### config.mk
export PLATFORM = sky130hd
export DESIGN_NAME = in_stage
export DESIGN_NICKNAME = d
export VERILOG_FILES = /design/src/rtl/rs_dec_pkg.sv /design/src/rtl/in_stage.sv
export SDC_FILE = /design/constraint.sdc
export NUM_CORES = 1
export LEC_CHECK = 0
export ABC_AREA = 1
export CORE_AREA = 5 5 74 76
export CTS_BUF_LIST = sky130_fd_sc_hd__clkbuf_2 sky130_fd_sc_hd__clkbuf_4 sky130_fd_sc_hd__clkbuf_8
export CTS_CLUSTER_SIZE = 14
export DETAILED_ROUTE_END_ITERATION = 10
export DIE_AREA = 0 0 79 81
export GPL_TIMING_DRIVEN = 0
export HOLD_SLACK_MARGIN = 0.06
export PLACE_DENSITY_LB_ADDON = 0.1
export SLEW_MARGIN = 20
export SYNTH_ARGS = -nofsm -noshare
export SYNTH_HDL_FRONTEND = slang
export SYNTH_SLANG_ARGS = --single-unit
### constraint.sdc
create_clock -name clk -period 2.48 [get_ports clk]
set_input_delay 0.372 -clock clk [delete_from_list [all_inputs] [get_ports clk]]
set_output_delay 0.372 -clock clk [all_outputs]
set_load 0.03 [all_outputs]
### src/rtl/rs_dec_pkg.sv
// rtl/rs_dec_pkg.sv - shared RS decoder sizes and stage state encodings
package rs_dec_pkg;

  localparam int N_BLK_DEF = 204;
  localparam int K_DAT_DEF = 188;

  typedef enum logic {
    ST_IDLE = 1'b0,
    ST_RECV = 1'b1
  } in_state_e;

endpackage

### src/rtl/in_stage.sv
// rtl/in_stage.sv - RS decoder input stage: frames received bytes into codewords,
// stores data bytes to a ping-pong memory and forwards every byte to the syndrome stage
module in_stage
  import rs_dec_pkg::*;
#(
  parameter int N_BLK = N_BLK_DEF,
  parameter int K_DAT = K_DAT_DEF
) (
  input  logic       clk,
  input  logic       reset,
  input  logic       CE,
  input  logic       start_blk,
  input  logic [7:0] In_byte,
  output logic       WE,
  output logic [7:0] WrAdd,
  output logic [7:0] WrData,
  output logic       WrBank,
  output logic [7:0] S_byte,
  output logic       S_valid,
  output logic       in_done,
  output logic       sync_err
);

  localparam logic [7:0] LAST_IDX = 8'(N_BLK - 1);
  localparam logic [7:0] DATA_LEN = 8'(K_DAT);

  in_state_e  r_state;
  logic [7:0] r_cnt;

  logic       w_accept;
  logic [7:0] w_idx;
  logic       w_last;

  // start_blk always restarts at byte 0, so in RECV it resynchronises the frame
  assign w_accept = CE && (start_blk || (r_state == ST_RECV));
  assign w_idx    = start_blk ? 8'd0 : r_cnt;
  assign w_last   = (w_idx == LAST_IDX);

  always_ff @(posedge clk or negedge reset) begin
    if (!reset) begin
      r_state  <= ST_IDLE;
      r_cnt    <= 8'd0;
      WE       <= 1'b0;
      WrAdd    <= 8'd0;
      WrData   <= 8'd0;
      WrBank   <= 1'b0;
      S_byte   <= 8'd0;
      S_valid  <= 1'b0;
      in_done  <= 1'b0;
      sync_err <= 1'b0;
    end else begin
      WE      <= 1'b0;
      S_valid <= 1'b0;
      in_done <= 1'b0;
      if (w_accept) begin
        S_valid <= 1'b1;
        S_byte  <= In_byte;
        if (w_idx < DATA_LEN) begin
          WE     <= 1'b1;
          WrAdd  <= w_idx;
          WrData <= In_byte;
        end
        if (start_blk && (r_state == ST_RECV)) begin
          sync_err <= 1'b1;
        end
        // bank flips with the last parity byte, long after the final data write
        if (w_last) begin
          in_done <= 1'b1;
          WrBank  <= ~WrBank;
          r_cnt   <= 8'd0;
          r_state <= ST_IDLE;
        end else begin
          r_cnt   <= w_idx + 8'd1;
          r_state <= ST_RECV;
        end
      end
    end
  end

endmodule

==> results_dict.tcl, run 1 <==
set metrics [dict create \
    relSlewSlack_pct 74.2 \
    hold_viol_final 0 \
    hold_slack_ns 0.469 \
    cts_resized 0 \
    antenna_found_initial 0 \
    status "completed" \
    synth_top_cells_by_count "nand2_1, dfrtp_1, nand3_1, inv_1, nand2_2" \
    final-max-slew-violation-count 0 \
    synth_top_cell_area_share_pct 53.3 \
    worstPathArrival_ns 2.21 \
    grt_overflow 0 \
    grt_pass1_vias 1394 \
    max_stage_delay_ns 0.55 \
    timing.final.crit_share_pct 80.3 \
    path_class "in -> reg" \
    startpoint_type "input pin" \
    port_buffers 40 \
    root_buffer "clkbuf_8" \
    p_seq_share_pct 43.3 \
    synth.area.top_cells "dfrtp_1, nand2_1, nand3_1" \
    die_x_um 79 \
    swShare_pct 30.0 \
    syn2layout_area_growth_pct 34.0 \
    drcViolationCount 0 \
    power.leakage_uw 0.00121 \
    combPwrFrac_pct 23.9 \
    clk_latency_ns 0.29 \
    cts.sinks 38 \
    synth_area_leader_cell "dfrtp_1" \
    synth_top_flop_cell "dfrtp_1" \
    syn_nets 212 \
    rsz0062_at_grt "no" \
    max_cap_violations 0 \
    grt_max_degree 26 \
    cts_tree "yes" \
    wl_per_cell_um 13.1 \
    crit_slowest_cell "clkdlybuf4s50_1" \
    max_freq_mhz 502 \
    wirelength_mm 3.95 \
    drt_iter0_drc 50 \
    h-tree-depth 2 \
    yosysUniqueCellTypes 25 \
    synth_edf_count 0 \
    fp.dieH_um 81 \
    hold_path.class "reg -> reg" \
    fin_nets 261 \
    grt_pass1_wl_mm 6.89 \
    track_usage_pct 14.0 \
    pwr-share-clk_pct 32.8 \
    core_area_mm2 0.00466 \
    crit_chain "clkdlybuf4s50_1 -> inv_2 -> nand2_1 -> inv_1 -> ha_1 -> nand2_1 -> nor2_1 -> nand2_1 -> nor2_2 -> xor2_1" \
    gp_congestion 0.796 \
    cpMostUsedCell "nand2_1" \
    crit_required_ns 2.69 \
    cts.path.max_buffers 2 \
    setup_ws_ns 0.489 \
    ys_seq_area_share_pct 53.3 \
    ys_ff_latch 38 \
    fin_tns_setup_ns 0 \
    synthArstFlopShare_pct 100 \
    dieArea_mm2 0.00640 \
    finalSetupViolCount 0 \
    yosysWarningCount 0 \
    diodes 0 \
    post-route-min-period_ns 1.99 \
    num_rows 25 \
    numCtsBuffers 5 \
    initial_core_util_pct 38.3 \
    clk_pin_slew_ns 0.07 \
    syn_avg_cell_area_um2 8.96 \
    hpwl_mm 2.87 \
    drive_gt1_share_pct 15.3 \
    p_per_area_mw_per_mm2 695 \
    end_kind "flip-flop" \
    p_switching_uw 498 \
    netlist_area_mm2 0.00178 \
    ant_nets 0 \
    cp_top_family "buffers and inverters" \
    syn_inst 199 \
    via_count 1415 \
    firstDrtPassIters 4 \
    via_per_inst 4.69 \
    post_cts_buffers 0 \
    vdd_drop_max_mv 0.315 \
    p_int_uw 1160 \
    place_ws_ns 0.168 \
    tightest_slew_ns 0.386 \
    yosysMostFrequentCell "nand2_1" \
    cp_max_fo 9 \
    crit_buf_inv 3 \
    ios 41 \
    power_uw 1660 \
    finClkSkew_ns 0.00409 \
]
-- final cells by class --
cell class	count	area, um^2
clock buffer	6	82.6
sequential	38	951
clock inverter	1	30.0
inverter	18	70.1
buffer	5	48.8
timing repair buffer	42	425
fill	452	2270
tap	54	67.6
multi-input combinational	138	713
-- cell families (layout without fill, tap and decap cells) --
kind of cell | after synthesis | in the layout | synth area share [%]
AO/OA/AOI/OAI | 11 | 11 | 4.21
XOR/XNOR | 2 | 2 | 0.983
adder cells (fa/ha/maj) | 1 | 1 | 0.702
buffers and inverters | 23 | 72 | 6.67
flip-flops | 38 | 38 | 53.3
AND/OR/NAND/NOR | 124 | 124 | 34.1
-- per-layer routing --
layer | vias up | share of wire (%) | global-route usage (%) | routed length (um)
met2 | 40 | 46 | 21.3 | 1830
met4 | 0 | 1.4 | 4.64 | 54
met5 | - | 0 | 0 | 0
met1 | 648 | 46 | 18.9 | 1820
met3 | 6 | 6.1 | 4.55 | 241
li1 | 721 | - | - | -
-- power by group through the flow --
stage	Combinational (uW)	Sequential, uW	Clock, uW
floorplan	133	826	0
global placement	401	730	0
detailed placement	403	730	0
CTS	405	720	557
global route	435	728	578
finish	397	719	545
-- flip-flops by register name (all words and copies together), names as in the netlist --
| signal | flops |
|---|---|
| WrData | 8 |
| WrAdd | 8 |
| S_valid | 1 |
| in_done | 1 |
| S_byte | 8 |
| WrBank | 1 |
| WE | 1 |
| r_cnt | 8 |
| r_state | 1 |
| sync_err | 1 |
-- what timing repair did --
| action | 4_1_cts | 5_1_grt |
|---|---|---|
| endpoints found under the hold margin | 13 | 0 |
| setup endpoints to repair | 0 | 0 |
| hold buffers | 1 | 0 |
-- final timing paths --
path | start | endpoint | slack, ns | depth (start not counted)
min | WrBank$_DFFE_PN0P_ | WrBank$_DFFE_PN0P_ | 0.47 | 1
max in group asynchronous | reset | S_byte[7]$_DFFE_PN0P_ | 1.52 | 3
max | start_blk | WrBank$_DFFE_PN0P_ | 0.49 | 10
min in group asynchronous | reset | r_cnt[4]$_DFFE_PN0P_ | 0.51 | 2
max reg2reg | r_cnt[0]$_DFFE_PN0P_ | WrBank$_DFFE_PN0P_ | 0.93 | 8
min reg2reg | WrBank$_DFFE_PN0P_ | WrBank$_DFFE_PN0P_ | 0.47 | 1
-- worst register-to-register path: stages (launching register included) --
cell     delay, ns
dfrtp_1       0.35
inv_1         0.05
nor2_1        0.21
ha_1          0.27
nand2_1       0.07
nor2_1        0.14
nand2_1       0.11
nor2_2        0.13
xor2_1        0.16
-- cell usage in the layout, fill, tap and decap left out, types with 2 or more instances in the layout --
cell type        instances
nor2_4                   2
inv_1                   15
nand2_1                 74
xor2_1                   2
dfrtp_1                 38
buf_12                   2
o22ai_1                  2
nand2_2                 10
clkbuf_8                 6
o21ai_0                  5
nand2_8                  3
nor2_1                   7
buf_2                    3
inv_2                    2
clkdlybuf4s50_1         39
nand2_4                  2
nand3_1                 24
-- through the flow --
| step | std cells | util, % | cell area (um^2) |
|---|---|---|---|
| 6_report | 302 | 51.2 | 2390 |
| 5_1_grt | 302 | 51.2 | 2390 |
| 4_1_cts | 302 | 51.2 | 2390 |
| 3_5_place_dp | 294 | 48.6 | 2270 |
| 3_3_place_gp | 293 | 48.3 | 2250 |
| 2_1_floorplan | 199 | - | 1780 |
No activity file was read; power rests on OpenSTA's default activity.
==> inputs of run 2 (changes only) <==
==> constraint.sdc (replaced) <==
create_clock -name clk -period 1.6 [get_ports clk]
set_input_delay 0.24 -clock clk [delete_from_list [all_inputs] [get_ports clk]]
set_output_delay 0.24 -clock clk [all_outputs]
set_load 0.03 [all_outputs]
==> run 2 against run 1 <==
Net effect:
- sequential cell count unchanged
- via count up 1.4%
- clock power up 55%
- power up 55%
- final area up 3.4%
- combinational power up 56%
==> results_dict.tcl, run 2 (synthesis gave the netlist of run 1 again) <==
set metrics [dict create \
    drcViolationCount 0 \
    fin_nets 265 \
    relSlewSlack_pct 73.3 \
    cp_max_fo 2 \
    core_area_mm2 0.00466 \
    post-route-min-period_ns 1.56 \
    startpoint_type "flip-flop" \
    ios 41 \
    worstPathArrival_ns 1.32 \
    via_per_inst 4.69 \
    grt_pass1_wl_mm 6.89 \
    p_per_area_mw_per_mm2 1050 \
    root_buffer "clkbuf_8" \
    hpwl_mm 2.87 \
    syn2layout_area_growth_pct 38.5 \
    rsz0062_at_grt "yes" \
    status "completed" \
    crit_required_ns 1.36 \
    port_buffers 40 \
    grt_pass1_vias 1396 \
    crit_buf_inv 1 \
    finish.utilization_pct 53.0 \
    final-max-slew-violation-count 0 \
    setup_ws_ns 0.0378 \
    cp_top_family "buffers and inverters" \
    diodes 0 \
    die_x_um 79 \
    max_stage_delay_ns 0.67 \
    hold_path.class "in -> reg" \
    dp.cells 294 \
    fillCellCount 443 \
    end_kind "output pin" \
    num_rows 25 \
    max_cap_violations 0 \
    timing.final.crit_share_pct 97.6 \
    gp_congestion 0.796 \
    ff_latch_area_um2 951 \
    fp.dieH_um 81 \
    final_common_cell "nand2_1" \
    numCtsBuffers 5 \
    cts_tree "yes" \
    finalSetupViolCount 0 \
    track_usage_pct 14.0 \
    place_ws_ns -0.580 \
    dieArea_mm2 0.00640 \
    layout_common_cells "nand2_1, dfrtp_1, nand3_1" \
    final_cells 306 \
    crit_slowest_cell "clkdlybuf4s50_1" \
    cts.sinks 38 \
    multi_input_area_um2 723 \
    wirelength_mm 4.08 \
    tightest_slew_ns 0.399 \
    firstDrtPassIters 4 \
    drive_gt1_share_pct 17.9 \
    grt_max_degree 26 \
    via_count 1435 \
    grt_overflow 0 \
    ant_nets 0 \
    initial_core_util_pct 38.3 \
    vdd_drop_max_mv 0.484 \
    h-tree-depth 2 \
    clk_pin_slew_ns 0.08 \
    drt_iter0_drc 45 \
    hold_viol_final 0 \
    antenna_found_initial 0 \
    max_freq_mhz 640 \
    wl_per_cell_um 13.3 \
    finClkSkew_ns 0.00402 \
    clk_latency_ns 0.29 \
    power.leakage_uw 0.00144 \
    path_class "reg -> out" \
    crit_chain "clkdlybuf4s50_1" \
    cts.path.max_buffers 2 \
]
[run 2: cell types whose count changed in the layout (fill, tap and decap cells not counted), sizes merged]
cell,before,now
clkdlybuf4s50,39,21
buf,7,11
dlymetal6s2s,0,17
clkbuf,6,7
[run 2: power breakdown]
part | switching (uW) | leakage (uW) | internal (uW)
registers | 56.7 | 0.000482 | 1060
clock network | 348 | 0.0000573 | 499
logic | 374 | 0.000902 | 247
total | 778 | 0.00144 | 1800
[run 2: layer usage]
metal	vias to the layer above	routed length (um)	global-route usage, %
met5	-	0	0
met4	0	54	4.64
met3	6	251	4.55
met2	35	1900	21.4
met1	661	1870	18.8
li1	733	-	-
[run 2: through the flow]
stage / hold WS, ns / total power (uW) / instance area [um^2] / TNS (ns)
final: 0.367 / 2580 / 2470 / 0
after global routing: 0.386 / 2700 / 2470 / -0.0181
after CTS: 0.385 / 2610 / 2390 / 0
after detailed placement: 0.169 / 1760 / 2270 / -11.11
after global placement: 0.460 / 1750 / 2250 / -38.84
after floorplan: -0.0556 / 1490 / 1780 / 0
[run 2: worst paths after layout]
path	cells past startpoint	slack, ns	from	to
worst max register to register	8	0.18	r_cnt[0]$_DFFE_PN0P_	WrBank$_DFFE_PN0P_
max in group asynchronous	3	0.77	reset	r_cnt[1]$_DFFE_PN0P_
worst min register to register	1	0.46	WrBank$_DFFE_PN0P_	WrBank$_DFFE_PN0P_
worst min-delay path	4	0.37	start_blk	WrAdd[0]$_DFFE_PN0P_
worst max-delay path	1	0.04	S_byte[1]$_DFFE_PN0P_	S_byte[1]
min in group asynchronous	2	0.38	reset	r_cnt[2]$_DFFE_PN0P_
[run 2: cell type report]
| class | instances | area share [%] |
|---|---|---|
| inverters | 18 | 2.94 |
| plain buffers | 5 | 1.98 |
| clock inverters | 1 | 1.22 |
| clock buffers | 6 | 3.35 |
| multi-input cells | 138 | 29.3 |
| well taps | 54 | 2.74 |
| flip-flops and latches | 38 | 38.5 |
| repair buffers | 46 | 20.0 |
[run 2: what timing repair did]
action,in CTS,in global routing
endpoints found under the hold margin,13,0
cloned,0,0
resized for setup,2,22
hold buffers,1,0
buffers inserted,0,4
setup endpoints to repair,19,25
